`src/rtl/signed_seq_divider.sv`:
```
// Sequential signed restoring divider: one quotient bit per cycle, sign fix-up in a final cycle.
// Optional `DIV_ZERO_CHECK_EN` turns a zero divisor into an immediate error completion.
`timescale 1ns/1ps
module signed_seq_divider #(
  parameter int WIDTH = 16
) (
  input  logic                 clk,
  input  logic                 rst_n,
  input  logic                 start,
  input  logic [WIDTH-1:0]     op1,
  input  logic [WIDTH-1:0]     op2,
  input  logic [2*WIDTH-1:0]   neg_ops,
  output logic                 busy,
  output logic                 done,
  output logic [WIDTH-1:0]     quotient,
  output logic [WIDTH-1:0]     remainder,
  output logic                 err
);

  localparam int CW = $clog2(WIDTH);
  localparam logic [CW-1:0]    LAST_ITER = CW'(WIDTH - 1);
  localparam logic [WIDTH-1:0] MIN_INT   = {1'b1, {(WIDTH-1){1'b0}}};

  typedef enum logic [1:0] {S_IDLE, S_DIV, S_FIX, S_DONE} state_t;

  state_t           state_q, state_d;
  logic [CW-1:0]    cnt_q, cnt_d;
  logic [WIDTH-1:0] dvd_q, dvd_d;   // dividend magnitude, shifted out MSB first; quotient bits shift in
  logic [WIDTH-1:0] dvs_q, dvs_d;
  logic [WIDTH-1:0] rem_q, rem_d;
  logic             sign1_q, sign1_d;
  logic             sign2_q, sign2_d;
  logic [WIDTH-1:0] quo_q, quo_d;
  logic [WIDTH-1:0] rmd_q, rmd_d;
  logic             err_q, err_d;

  logic [WIDTH:0]   rem_shift;
  logic             rem_ge;

  // The shifted partial remainder is one bit wider than the divisor so the compare cannot wrap.
  assign rem_shift = {rem_q, dvd_q[WIDTH-1]};
  assign rem_ge    = (rem_shift >= {1'b0, dvs_q});

  // NOTE: every variable written here gets a default first, so no path can infer a latch.
  always_comb begin
    state_d = state_q;
    cnt_d   = cnt_q;
    dvd_d   = dvd_q;
    dvs_d   = dvs_q;
    rem_d   = rem_q;
    sign1_d = sign1_q;
    sign2_d = sign2_q;
    quo_d   = quo_q;
    rmd_d   = rmd_q;
    err_d   = err_q;

    unique case (state_q)
      S_IDLE, S_DONE: begin
        if (start) begin
          sign1_d = op1[WIDTH-1];
          sign2_d = op2[WIDTH-1];
          dvd_d   = op1[WIDTH-1] ? neg_ops[2*WIDTH-1:WIDTH] : op1;
          dvs_d   = op2[WIDTH-1] ? neg_ops[WIDTH-1:0]       : op2;
          rem_d   = '0;
          cnt_d   = '0;
          if ((op1 == MIN_INT) || (op2 == MIN_INT)) begin
            state_d = S_DONE;
            err_d   = 1'b1;
            quo_d   = '0;
            rmd_d   = '0;
          end
`ifdef DIV_ZERO_CHECK_EN
          else if (op2 == '0) begin
            state_d = S_DONE;
            err_d   = 1'b1;
            quo_d   = '0;
            rmd_d   = op1;
          end
`endif
          else begin
            state_d = S_DIV;
          end
        end else if (state_q == S_DONE) begin
          state_d = S_IDLE;
        end
      end

      S_DIV: begin
        // The result is below the divisor, so the narrow subtract is exact.
        if (rem_ge) begin
          rem_d = rem_shift[WIDTH-1:0] - dvs_q;
          dvd_d = {dvd_q[WIDTH-2:0], 1'b1};
        end else begin
          rem_d = rem_shift[WIDTH-1:0];
          dvd_d = {dvd_q[WIDTH-2:0], 1'b0};
        end
        cnt_d = cnt_q + 1'b1;
        if (cnt_q == LAST_ITER) state_d = S_FIX;
      end

      S_FIX: begin
        quo_d   = (sign1_q ^ sign2_q) ? -dvd_q : dvd_q;
        rmd_d   = sign1_q ? -rem_q : rem_q;
        err_d   = 1'b0;
        state_d = S_DONE;
      end

      default: state_d = S_IDLE;
    endcase
  end

  // NOTE: only control state and visible results are reset; the datapath is always reloaded on accept.
  always_ff @(posedge clk) begin
    if (!rst_n) begin
      state_q <= S_IDLE;
      cnt_q   <= '0;
      quo_q   <= '0;
      rmd_q   <= '0;
      err_q   <= 1'b0;
    end else begin
      state_q <= state_d;
      cnt_q   <= cnt_d;
      quo_q   <= quo_d;
      rmd_q   <= rmd_d;
      err_q   <= err_d;
    end
  end

  always_ff @(posedge clk) begin
    dvd_q   <= dvd_d;
    dvs_q   <= dvs_d;
    rem_q   <= rem_d;
    sign1_q <= sign1_d;
    sign2_q <= sign2_d;
  end

  assign busy      = (state_q == S_DIV) || (state_q == S_FIX);
  assign done      = (state_q == S_DONE);
  assign quotient  = quo_q;
  assign remainder = rmd_q;
  assign err       = err_q;

endmodule

```
`config.mk`:
```
export PLATFORM = sky130hd
export DESIGN_NAME = signed_seq_divider
export DESIGN_NICKNAME = d
export VERILOG_FILES = /design/src/rtl/signed_seq_divider.sv
export SDC_FILE = /design/constraint.sdc
export NUM_CORES = 1
export LEC_CHECK = 0
export ABC_AREA = 0
export CORE_MARGIN = 5
export CORE_UTILIZATION = 23
export CTS_BUF_LIST = sky130_fd_sc_hd__clkbuf_2 sky130_fd_sc_hd__clkbuf_4 sky130_fd_sc_hd__clkbuf_8
export CTS_CLUSTER_DIAMETER = 30
export DETAILED_ROUTE_END_ITERATION = 16
export HOLD_SLACK_MARGIN = 0.15
export PLACE_DENSITY_LB_ADDON = 0.2
export SYNTH_ARGS = -nofsm -noshare
export SYNTH_HDL_FRONTEND = slang
export SYNTH_SLANG_ARGS = --single-unit
```
`constraint.sdc`:
```
create_clock -name clk -period 2.2 [get_ports clk]
set_input_delay 0.55 -clock clk [delete_from_list [all_inputs] [get_ports clk]]
set_output_delay 0.55 -clock clk [all_outputs]
set_load 0.02 [all_outputs]
```
### Yosys cells after proc, flatten, opt, wreduce, memory -nomap -nowiden

Cells that the tools add are included.

| storage, ports and cells | value |
|---|---|
| register bits | 89 |
| input port bits | 67 |

| cells by class | value |
|---|---|
| magnitude comparators | 1 |
| muxes and demuxes | 24 |
| $add $sub $neg | 4 |
| reduce and logical (&&, ||, !) cells | 10 |
| eq/ne operators | 10 |
| bitwise operators | 1 |

Operators by type and width:

| operator | count |
|---|---|
| $mux W16 | 8 |
| $pmux W16 S2 | 4 |
| $eq A16 B16 Y1 const B | 2 |
| $neg A16 Y16 | 2 |
| $ge A17 B16 Y1 | 1 |
| $sub A16 B16 Y16 | 1 |
| $mux W15 | 1 |
| $mux W2 | 4 |
| $pmux W4 S2 | 1 |
| $ne A2 B2 Y1 const B | 3 |
| $pmux W2 S3 | 1 |
| $reduce_and A2 Y1 | 3 |
| $add A4 B1 Y4 const B | 1 |
| $eq A2 B2 Y1 const B | 2 |
| $eq A4 B4 Y1 const B | 1 |
| $mux W4 | 1 |
| $reduce_bool A2 Y1 | 2 |
| $mux W1 | 3 |
| $ne A3 B3 Y1 const B | 1 |
| $reduce_and A3 Y1 | 1 |
| $eq A2 B1 Y1 const B | 1 |
| $logic_not A2 Y1 | 1 |
| $logic_or A1 B1 Y1 | 2 |
| $pmux W1 S2 | 1 |
| 2 further kinds | 2 |

### Depth between registers and ports, before layout

| depth | value |
|---|---|
| depth in word-level cells | 5 |
| depth in mapped cells | 10 |
| mapped depth without buffers | 9 |

### Least setup slack after synthesis

Ideal clock, no wire load.

| timing path | value |
|---|---|
| path kind | register to register |
| start point | register rem_q[6] |
| end point | register rem_q[15], data pin |
| slack | -0.096 ns |
| setup time | 0.263 ns |
| cell stages (with the launch flop) | 10 |
| data arrival time | 2.033 ns |
| path buffers | 2 |
| required time | 1.937 ns |
| period minus slack after synthesis | 2.296 ns |
| path through | edfxtp_1 ha_1 buf_4 nand2_1 nor4_4 o221ai_2 a31o_1 clkbuf_1 nand4_1 o31ai_1 |

| on the way | value |
|---|---|
| word-level cells in the longest chain between the ends | 3 |
| elaborated cells between the ends (all ways) | 4 |
| those cells by class | add/sub: 1; order compare: 1; mux: 2 |

RTL lines:

| item | RTL line | source |
|---|---|---|
| start: declaration | 30 | `logic [WIDTH-1:0] rem_q, rem_d;` |
| start signal: assignment | 132 | `rem_q <= rem_d;` |
| $sub A16 B16 Y16 / $ge A17 B16 Y1 (equally long branches) | 91, 42 |  |
| $mux W16 (*) | 90 | `if (rem_ge) begin` |
| $pmux W16 S2 (*) | 57 | `unique case (state_q)` |

Mark *: on every way between the ends. The rest lies on a longest branch, timed or not.
A chain may end at the register's enable or synchronous reset.

### Worst setup path in the final report

| timing path | value |
|---|---|
| start point | register rem_q[9] |
| end point | register rem_q[1], data pin |

| on the way | value |
|---|---|
| word-level cells in the longest chain between the ends | 3 |

RTL lines:

| item | RTL line | source |
|---|---|---|
| $ge A17 B16 Y1 | 42 | `assign rem_ge = (rem_shift >= {1'b0, dvs_q});` |
| $mux W16 | 90 |  |
| $pmux W16 S2 | 57 |  |

Every way passes these cells.

==> impl_results.rst <==
.. list-table::
   :header-rows: 1

   * - Metric
     - Value
   * - Number of diodes added for antenna fixing
     - 0
   * - Endpoint kind of the worst setup timing path
     - flip-flop
   * - Number of vias per cell after detailed routing
     - 4.51
   * - Clk buf depth
     - 2
   * - Worst supply voltage drop on vdd
     - 0.469 mV
   * - DP Wirelength
     - 12.6 mm
   * - Clk pin slew, worst setup/hold paths
     - 100 ps
   * - Number of levels in the clock H-tree
     - 3
   * - Gate count of the mapped netlist
     - 570
   * - Post-placement worst setup slack
     - -511 ps
   * - Critical path launch point type
     - flip-flop
   * - Cell area after technology mapping
     - 0.00551 mm²
   * - Hold slack
     - 524 ps
   * - Unrepaired setup endpoints after global routing
     - true
   * - Port buffer count
     - 101
   * - Non-filler cells in the finished layout
     - 1075
   * - Final worst path period need
     - about 2400 ps
   * - Worst Path Arrival
     - roughly 2600 ps
   * - Master cell of the clock root buffer
     - clkbuf_8
   * - Antenna violations before repair
     - 0
   * - Placed Instance Area
     - 0.00750 mm²
   * - Number of maximum-capacitance violations
     - 0
   * - Final nets
     - 841
   * - Area share of the leading cell type in the synthesized netlist
     - 27.2%
   * - All-Layer GR Usage
     - between 10% and 20%
   * - Cell-by-cell trace of the critical path
     - ha_4, nand2_4, nor4_4, nand4_1, buf_4, a31oi_4, buf_6, nor3_2, a211oi_2
   * - Routability Congestion
     - 0.819
   * - Initial core utilization
     - 23.4%
   * - Slowest cell delay on critical path
     - ~490 ps
   * - Peak Freq
     - 0.425 GHz
   * - Slew HR
     - 69.0%
   * - Wire length of the first global-routing pass
     - 25.3 mm
   * - Floorplan row count
     - between 50 and 60
   * - Design Area, Final
     - roughly 0.0083 mm²
   * - Maximum net fanout on the critical path
     - 8
   * - Cts bufs inserted
     - 9
   * - Via count of the first global-routing pass
     - 4815
   * - Most common library cell in the layout ignoring fill and taps
     - clkdlybuf4s50_1
   * - Cells after DPL
     - 1044
   * - Most area-hungry cell type in the Yosys netlist
     - edfxtp_1
   * - Main flop type after synthesis
     - edfxtp_1
   * - Setup ws final
     - -153 ps
   * - Die Wd
     - 165 µm
   * - Required time of the worst setup path
     - 2430 ps
   * - Share of synthesized registers carrying an async set or reset
     - 0%
   * - Largest net degree at the start of global routing
     - 40
   * - Average detailed-routed wire length per instance
     - 15.3 µm
   * - Hold Crit Class
     - flip-flop to flip-flop
   * - Post-synthesis to final-layout area growth
     - 49.9%
   * - Source-to-sink clock delay at the later pin of the worst-skew pair
     - approximately 390 ps
   * - Mean area per synthesized cell
     - 9.67 µm²
   * - Number of remaining DRC errors
     - 0
   * - Clock tree from TritonCTS
     - done
   * - Area of the core region
     - around 0.024 mm²
   * - Layout cell share with drive strength beyond 1
     - 26.3%
   * - Net count of the mapped netlist
     - 660
   * - Tightest Pin Transition
     - 461 ps
   * - Hold Fails Final Rpt
     - 0
   * - P_leak
     - 3.11 nW
   * - Final routed wirelength across all metal layers
     - ~16 mm
   * - Crit Path Category
     - flip-flop to flip-flop
   * - Number of unique standard cell types used by synthesis
     - 66
   * - Total power divided by cell area
     - about 1300 mW/mm²
   * - First-pass iteration count of the detailed router
     - 4
   * - Antenna Nets Post-Route
     - 0
   * - Post-synthesis register bit count
     - 89
   * - Final core utilization
     - 35.1%
   * - Total I/O pin count
     - 102
   * - Clock sink count
     - 89
   * - Count of endpoints failing setup in the final report
     - 17
   * - Period utilisation layout
     - 107%
   * - Commonest cells after routing, fill and taps aside
     - clkdlybuf4s50_1 (94), buf_4 (83), edfxtp_1 (50)
   * - Number of fillers in the final layout
     - ~2400
   * - Number of violations reported at the end of detailed-routing iteration 0
     - 200
   * - Count of flip-flops with a built-in enable after synthesis
     - 50
   * - Outcome
     - finished, violations left
   * - Die outline height
     - roughly 160 µm
   * - Quantity of hold-fixing buffers added after cts
     - 0
   * - Overall Power
     - around 11 mW
   * - Worst path buffer plus inverter count
     - 2
   * - Cell type group with the largest total delay on the critical path
     - simple AND/OR/NAND/NOR gates
   * - Part of the Yosys area used for sequential elements
     - between 40% and 50%
   * - Violations in the final reports
     - setup timing
   * - Total vias in the final route
     - 4849
   * - Yosys warns
     - 0
   * - Largest clock skew in the final design
     - roughly 26 ps
   * - Die area
     - 0.0272 mm²
   * - Slowest cell on the critical path
     - edfxtp_1
   * - Post-route setup TNS
     - -1770 ps
   * - Final number of max-transition violations
     - 0
   * - Area contributors post-synth
     - edfxtp_1 (27%), dfxtp_1 (14%), ha_1 (5.0%)
   * - Overflow left after global routing
     - 0
-- cell usage after synthesis, drive strengths merged, types with 3 or more instances --
| cell type | number |
|---|---|
| or4 | 3 |
| o41ai | 4 |
| o22ai | 3 |
| or3 | 3 |
| o211a | 3 |
| nand3 | 20 |
| nor2b | 40 |
| o211ai | 4 |
| a211oi | 5 |
| nor2 | 22 |
| buf | 11 |
| o21a | 3 |
| and2 | 5 |
| mux2 | 15 |
| dfxtp | 39 |
| a21oi | 31 |
| nand2 | 44 |
| a22oi | 34 |
| nor3 | 7 |
| edfxtp | 50 |
| ha | 22 |
| xnor2 | 24 |
| clkbuf | 18 |
| o21ai | 39 |
| xor2 | 15 |
| inv | 29 |
| nand3b | 3 |
| nor4 | 10 |
| nand2b | 5 |
| nand4 | 6 |
| o31ai | 7 |
| mux2i | 16 |
| a21boi | 4 |
-- routing by layer --
metal | vias to the layer above | global-route usage [%] | routed length [µm]
met2 | 126 | 19.5 | 7640
met5 | - | 0 | 0
li1 | 2464 | - | -
met4 | 0 | 2.95 | 175
met1 | 2244 | 15.6 | 7710
met3 | 15 | 2.85 | 902
-- final cells by class --
type | count | area (µm²) | share of cell area [%]
Clock buffer | 9 | 124 | 1.50
Inverter | 29 | 109 | 1.32
Multi-Input combinational cell | 423 | 3390 | 41.0
Clock inverter | 7 | 58.8 | 0.711
Sequential cell | 89 | 2280 | 27.6
Tap cell | 319 | 399 | 4.83
Timing Repair Buffer | 199 | 1900 | 23.0
-- kinds of logic after synthesis --
family                   Yosys count  synth area share, %
buffers and inverters             58                 4.45
AND/OR/NAND/NOR                  175                 17.3
XOR/XNOR                          39                 6.19
adder cells (fa/ha/maj)           23                 5.36
flip-flops                        89                 41.4
AO/OA/AOI/OAI                    155                 19.3
multiplexers                      31                 5.97
-- registers in the layout, summed over array words and instances, names as in the netlist --
signal     cells
cnt_q          4
sign1_q        1
remainder     16
err            1
state_q        2
quotient      16
sign2_q        1
dvs_q         16
dvd_q         16
rem_q         16
-- tightest hold or removal path, cell delays in order (launching register included) --
cell and delay [ps]:
dfxtp_1 330, nor2b_1 110, nor3b_1 50
-- repair_timing --
action | CTS | global route
endpoints found under the setup margin | 51 | 50
pin swaps | 37 | 23
endpoints found under the hold margin | 0 | 0
gates cloned | 2 | 0
setup buffers | 7 | 6
resized for setup | 56 | 33
-- power by group --
group          internal (mW)  switching [mW]
registers               2.53           0.473
clock network          0.433           0.673
logic                   3.33            3.72
total                   6.29            4.86
-- worst paths after layout --
kind | start | cells after the start | end | slack [ps]
setup / recovery | rem_q[9]$_SDFFCE_PN0P_ | 9 | rem_q[1]$_SDFFCE_PN0P_ | -150
hold / removal | err$_SDFFE_PN0P_ | 2 | err$_SDFFE_PN0P_ | 520
setup reg to reg | rem_q[9]$_SDFFCE_PN0P_ | 9 | rem_q[1]$_SDFFCE_PN0P_ | -150
hold reg to reg | err$_SDFFE_PN0P_ | 2 | err$_SDFFE_PN0P_ | 520
(Power assumes the default switching activity.)
